## src/rtl/reg_writeback.sv

```systemverilog
// Writeback stage: merges ALU results and load results into one register-file write port.
// Loads that lose arbitration wait in a small FIFO; ALU results always win and are never delayed.
module reg_writeback #(
    parameter int unsigned BUF_DEPTH = 2
) (
    input  logic        clk,
    input  logic        rst,
    input  logic        aluValid,
    input  logic [4:0]  aluReg,
    input  logic [31:0] aluData,
    input  logic        memValid,
    output logic        memReady,
    input  logic [4:0]  memReg,
    input  logic [31:0] memData,
    output logic [31:0] wrData,
    output logic [4:0]  wrReg,
    output logic        writeEnable,
    output logic [31:0] pendingMask
);

    localparam int unsigned REG_W    = 5;
    localparam int unsigned DATA_W   = 32;
    localparam int unsigned NUM_REGS = 32;
    localparam int unsigned PTR_W    = (BUF_DEPTH > 1) ? $clog2(BUF_DEPTH) : 1;
    localparam int unsigned CNT_W    = $clog2(BUF_DEPTH + 1);
    localparam int unsigned SUM_W    = PTR_W + 1;

    localparam logic [CNT_W-1:0] FULL_CNT = CNT_W'(BUF_DEPTH);
    localparam logic [PTR_W-1:0] LAST_PTR = PTR_W'(BUF_DEPTH - 1);
    localparam logic [SUM_W-1:0] WRAP_SUM = SUM_W'(BUF_DEPTH);

    logic [CNT_W-1:0]  count_q, count_d;
    logic [PTR_W-1:0]  head_q, head_d;
    logic [PTR_W-1:0]  tail_q, tail_d;
    logic [REG_W-1:0]  buf_reg_q  [BUF_DEPTH];
    logic [REG_W-1:0]  buf_reg_d  [BUF_DEPTH];
    logic [DATA_W-1:0] buf_data_q [BUF_DEPTH];
    logic [DATA_W-1:0] buf_data_d [BUF_DEPTH];

    logic              wr_en_q, wr_en_d;
    logic [REG_W-1:0]  wr_reg_q, wr_reg_d;
    logic [DATA_W-1:0] wr_data_q, wr_data_d;

    logic              mem_xfer;
    logic              mem_keep;
    logic              push;
    logic              pop;
    logic [NUM_REGS-1:0] pend_mask;
    logic [SUM_W-1:0]  slot_sum;

    function automatic logic [PTR_W-1:0] ptr_inc(input logic [PTR_W-1:0] p);
        return (p == LAST_PTR) ? '0 : p + PTR_W'(1);
    endfunction

    // Readiness depends only on the occupancy register, never on memValid.
    assign memReady = ~rst & (count_q < FULL_CNT);

    assign mem_xfer = memValid & memReady;
    assign mem_keep = mem_xfer & (memReg != '0);

    // Priority select: ALU, then buffered load, then direct load bypass.
    always_comb begin
        count_d    = count_q;
        head_d     = head_q;
        tail_d     = tail_q;
        buf_reg_d  = buf_reg_q;
        buf_data_d = buf_data_q;
        wr_en_d    = 1'b0;
        wr_reg_d   = wr_reg_q;
        wr_data_d  = wr_data_q;
        push       = 1'b0;
        pop        = 1'b0;

        if (aluValid) begin
            if (aluReg != '0) begin
                wr_en_d   = 1'b1;
                wr_reg_d  = aluReg;
                wr_data_d = aluData;
            end
            push = mem_keep;
        end else if (count_q != '0) begin
            wr_en_d   = 1'b1;
            wr_reg_d  = buf_reg_q[head_q];
            wr_data_d = buf_data_q[head_q];
            pop       = 1'b1;
            push      = mem_keep;
        end else if (mem_keep) begin
            wr_en_d   = 1'b1;
            wr_reg_d  = memReg;
            wr_data_d = memData;
        end

        if (push) begin
            buf_reg_d[tail_q]  = memReg;
            buf_data_d[tail_q] = memData;
            tail_d             = ptr_inc(tail_q);
        end
        if (pop) begin
            head_d = ptr_inc(head_q);
        end
        count_d = count_q + CNT_W'(push) - CNT_W'(pop);
    end

    // Hazard mask: every destination still buffered plus the one on the port.
    always_comb begin
        pend_mask = '0;
        slot_sum  = '0;
        if (wr_en_q) begin
            pend_mask[wr_reg_q] = 1'b1;
        end
        for (int k = 0; k < int'(BUF_DEPTH); k++) begin
            if (CNT_W'(k) < count_q) begin
                slot_sum = {1'b0, head_q} + SUM_W'(k);
                if (slot_sum >= WRAP_SUM) begin
                    slot_sum = slot_sum - WRAP_SUM;
                end
                pend_mask[buf_reg_q[slot_sum[PTR_W-1:0]]] = 1'b1;
            end
        end
        pend_mask[0] = 1'b0;
    end

    always_ff @(posedge clk) begin
        if (rst) begin
            count_q   <= '0;
            head_q    <= '0;
            tail_q    <= '0;
            wr_en_q   <= 1'b0;
            wr_reg_q  <= '0;
            wr_data_q <= '0;
        end else begin
            count_q   <= count_d;
            head_q    <= head_d;
            tail_q    <= tail_d;
            wr_en_q   <= wr_en_d;
            wr_reg_q  <= wr_reg_d;
            wr_data_q <= wr_data_d;
        end
    end

    // Payload storage needs no reset; occupancy is tracked by count/pointers.
    always_ff @(posedge clk) begin
        buf_reg_q  <= buf_reg_d;
        buf_data_q <= buf_data_d;
    end

    assign writeEnable = wr_en_q;
    assign wrReg       = wr_reg_q;
    assign wrData      = wr_data_q;
    assign pendingMask = pend_mask;

endmodule

```

## config.mk

```make
export PLATFORM = sky130hd
export DESIGN_NAME = reg_writeback
export DESIGN_NICKNAME = d
export VERILOG_FILES = /design/src/rtl/reg_writeback.sv
export SDC_FILE = /design/constraint.sdc
export NUM_CORES = 1
export LEC_CHECK = 0
export ABC_AREA = 1
export CAP_MARGIN = 20
export CORE_MARGIN = 10
export CORE_UTILIZATION = 30
export DETAILED_ROUTE_END_ITERATION = 12
export HOLD_SLACK_MARGIN = 0.03
export PLACE_DENSITY = 0.52
export RECOVER_POWER = 25
export SETUP_SLACK_MARGIN = 0.5
export SLEW_MARGIN = 40
export SYNTH_ARGS = -nofsm -noshare
export SYNTH_HDL_FRONTEND = slang
export SYNTH_SLANG_ARGS = --single-unit
```

## constraint.sdc

```tcl
create_clock -name clk -period 7.1 [get_ports clk]
set_input_delay 2.13 -clock clk [delete_from_list [all_inputs] [get_ports clk]]
set_output_delay 2.13 -clock clk [all_outputs]
set_load 0.005 [all_outputs]
```

==> key figures <==
Run status
  – Status: finished clean

Power
  – Comb power frac: 27.7%
  – Cell Int Power: 1.64 mW
  – Sw Share: 31.3%
  – Cell area power density: 277 mW/mm2
  – Fraction of power consumed by sequential logic: 35.6%
  – Psw: 0.747 mW
  – Worst VDD drop: 177 uV
  – P_leak: 3.65 nW
  – Clock power share: 36.7%

Global route
  – Antenna violations before repair: 3
  – Vias in the first global route: 6,029
  – Grt ovf: 0
  – Largest net degree at the start of global routing: 42
  – First-pass GRT wire length: 33,400 um
  – Gr usage total: 15.0%

Floorplan
  – Chip height: 166 um
  – Core area: 0.0210 mm2
  – Die width: 166 um
  – Initial Utilization: 30.4%
  – Die Area: 0.0274 mm2
  – FP Rows: 53
  – Io pins: 149

Synth
  – Mean post-synth cell area: 7.29 um2
  – Mapped cell area: 0.00636 mm2
  – Post-synth EDFFs: 74
  – Mapped Cells: 872
  – Ys Warns: 0
  – Dominant synthesized flop cell: edfxtp_1
  – Post-synth ARST share: 0%
  – Mapped Nets: 951
  – Post-synthesis sequential area ratio: 48.2%
  – Netlist cell types: 31
  – Register bit total from synthesis: 116

Run
  – Max Cap Viol: 0

Placement
  – Hpwl dp: 14,500 um
  – PortBufs: 147
  – Final Wtd Congestion: 0.862
  – DP Area: 0.00801 mm2
  – Pre-CTS setup slack: 1.71 ns

Hold path
  – Min-Delay Path Class: flop to flop
  – Hold path cells: 2

Setup path
  – CP Capture Type: output pin
  – Critical Path AT: 3.24 ns
  – R2R cell count: 7
  – Critical path startpoint category: input port
  – CP Data Required Time: 4.97 ns
  – Largest fanout on the critical path: 5
  – Critical path class: input port to output pin

Route
  – DRC viols: 0
  – Detailed Route Iter0 Violations: 290
  – Met3 Routed Length: 765 um
  – Drt first pass iters: 4
  – Wire length on met1: 9300 um
  – WL/cell: 16.1 um
  – Routed WL: 20,800 um
  – Vias: 5,955
  – Final antenna-violating net count: 0
  – Top Metal Used: met5
  – Via density: 4.60
  – Met2 WL: 10,400 um

STA
  – Fin crit share: 75.6%
  – Skew final: 0.0111 ns
  – Hold_ws: 0.482 ns
  – Slew HR: 54.0%
  – Final Max Slew Viols: 0
  – Final worst setup slack: 1.73 ns
  – Fin crit period: 5.37 ns
  – Fin Setup TNS: 0 ns
  – Worst slew pin tran: 0.690 ns
  – RSZ-0062 raised after global routing: false
  – # setup viols final: 0
  – Final hold violations: 0
  – F_max: 186 MHz

Layout
  – Area grow syn2layout: 35.5%
  – Post-route cell area: 0.00862 mm2
  – Layout cells sized above 1: 6.29%
  – # nets final: 1,083
  – Most frequent cells in the layout: 342 x nand2_1, 120 x nor2_1, 113 x clkdlybuf4s50_1, 78 x inv_1, 75 x nand3_1
  – Commonest non-fill, non-tap cell in the layout: nand2_1

Clocking
  – CTS tree: built
  – CTS Buffer Depth: 2
  – Post-CTS Hold Fix Bufs: 0
  – Clock sinks: 116
  – PostCTS Resize Cnt: 0
  – Root buf cell: clkbuf_16
  – Total CTS buffers: 17
  – Clock Pin Slew Worst Setup and Hold Paths: 0.05 ns
  – CTS H-tree depth: 4
  – Worst-Skew Late Latency: 0.41 ns
  – Setup bufs post-CTS: 0
==> metrics by stage <==
stage,utilization (%),power (mW),instances
floorplan,-,1.25,872
global placement,38.1,1.53,1260
detailed placement,38.2,1.54,1260
CTS,41.1,2.42,1292
global route,41.1,2.54,1293
finish,41.1,2.38,1294
==> sequential cells by signal (all words and copies together), names as in the netlist <==
register     flops
buf_data_q      64
buf_reg_q       10
count_q          2
head_q           1
tail_q           1
wrData          32
wrReg            5
writeEnable      1
==> metal layers <==
layer	global-route usage, %	vias to the layer above
met3	3.27	20
met4	4.85	2
met1	17.5	2758
met5	0	-
met2	26.7	129
li1	-	3046
==> power groups by stage <==
stage               Clock (mW)  Combinational (mW)  Sequential [mW]
finish                   0.875               0.661            0.849
global route             0.927               0.750            0.858
CTS                      0.896               0.678            0.849
detailed placement           0               0.674            0.862
global placement             0               0.669            0.862
floorplan                    0               0.413            0.842
==> critical path, cell delays in order <==
cell and delay, ns:
clkdlybuf4s50_1 0.49, nor2_1 0.11, clkdlybuf4s50_1 0.51
==> cells by family after synthesis <==
logic type / Yosys count / synth area share (%)
buffers and inverters: 125 / 8.81
DFF: 116 / 48.2
and+or+nand+nor: 561 / 35.9
xor gates and xnor gates: 1 / 0.138
other: 1 / 0.0590
AOI/OAI and AO/OA: 67 / 6.77
adders and majority gates: 1 / 0.197
==> cell usage after synthesis (6+ instances only) <==
| master | count | area share [%] |
|---|---|---|
| nand2_1 | 342 | 20 |
| nor2_1 | 122 | 7.2 |
| inv_1 | 79 | 4.7 |
| nand3_1 | 75 | 5.9 |
| edfxtp_1 | 74 | 35 |
| dfxtp_1 | 42 | 13 |
| o211ai_1 | 28 | 3.3 |
| a21oi_1 | 24 | 1.9 |
| buf_2 | 17 | 1.3 |
| clkbuf_1 | 9 | 0.53 |
| nor3_1 | 8 | 0.63 |
| buf_4 | 6 | 0.71 |
| buf_6 | 6 | 1.1 |
==> final cells by class <==
type / instances / area, um2
Inverter: 85 / 324
Clock inverter: 11 / 159
Antenna cell: 2 / 5.00
Multi-Input combinational cell: 631 / 2770
Tap cell: 275 / 344
Timing Repair Buffer: 153 / 1510
Fill cell: 2228 / 12300
Sequential cell: 116 / 3060
Clock buffer: 21 / 440
==> path summary, 6_finish.rpt <==
path	from	endpoint	slack (ns)
max	rst	memReady	1.73
min	wrData[22]	wrData[22]	0.48
min reg2reg	wrData[22]	wrData[22]	0.48
max reg2reg	count_q[1]	buf_data_q[63]	4.59
Power figures use the tool's default switching activity.
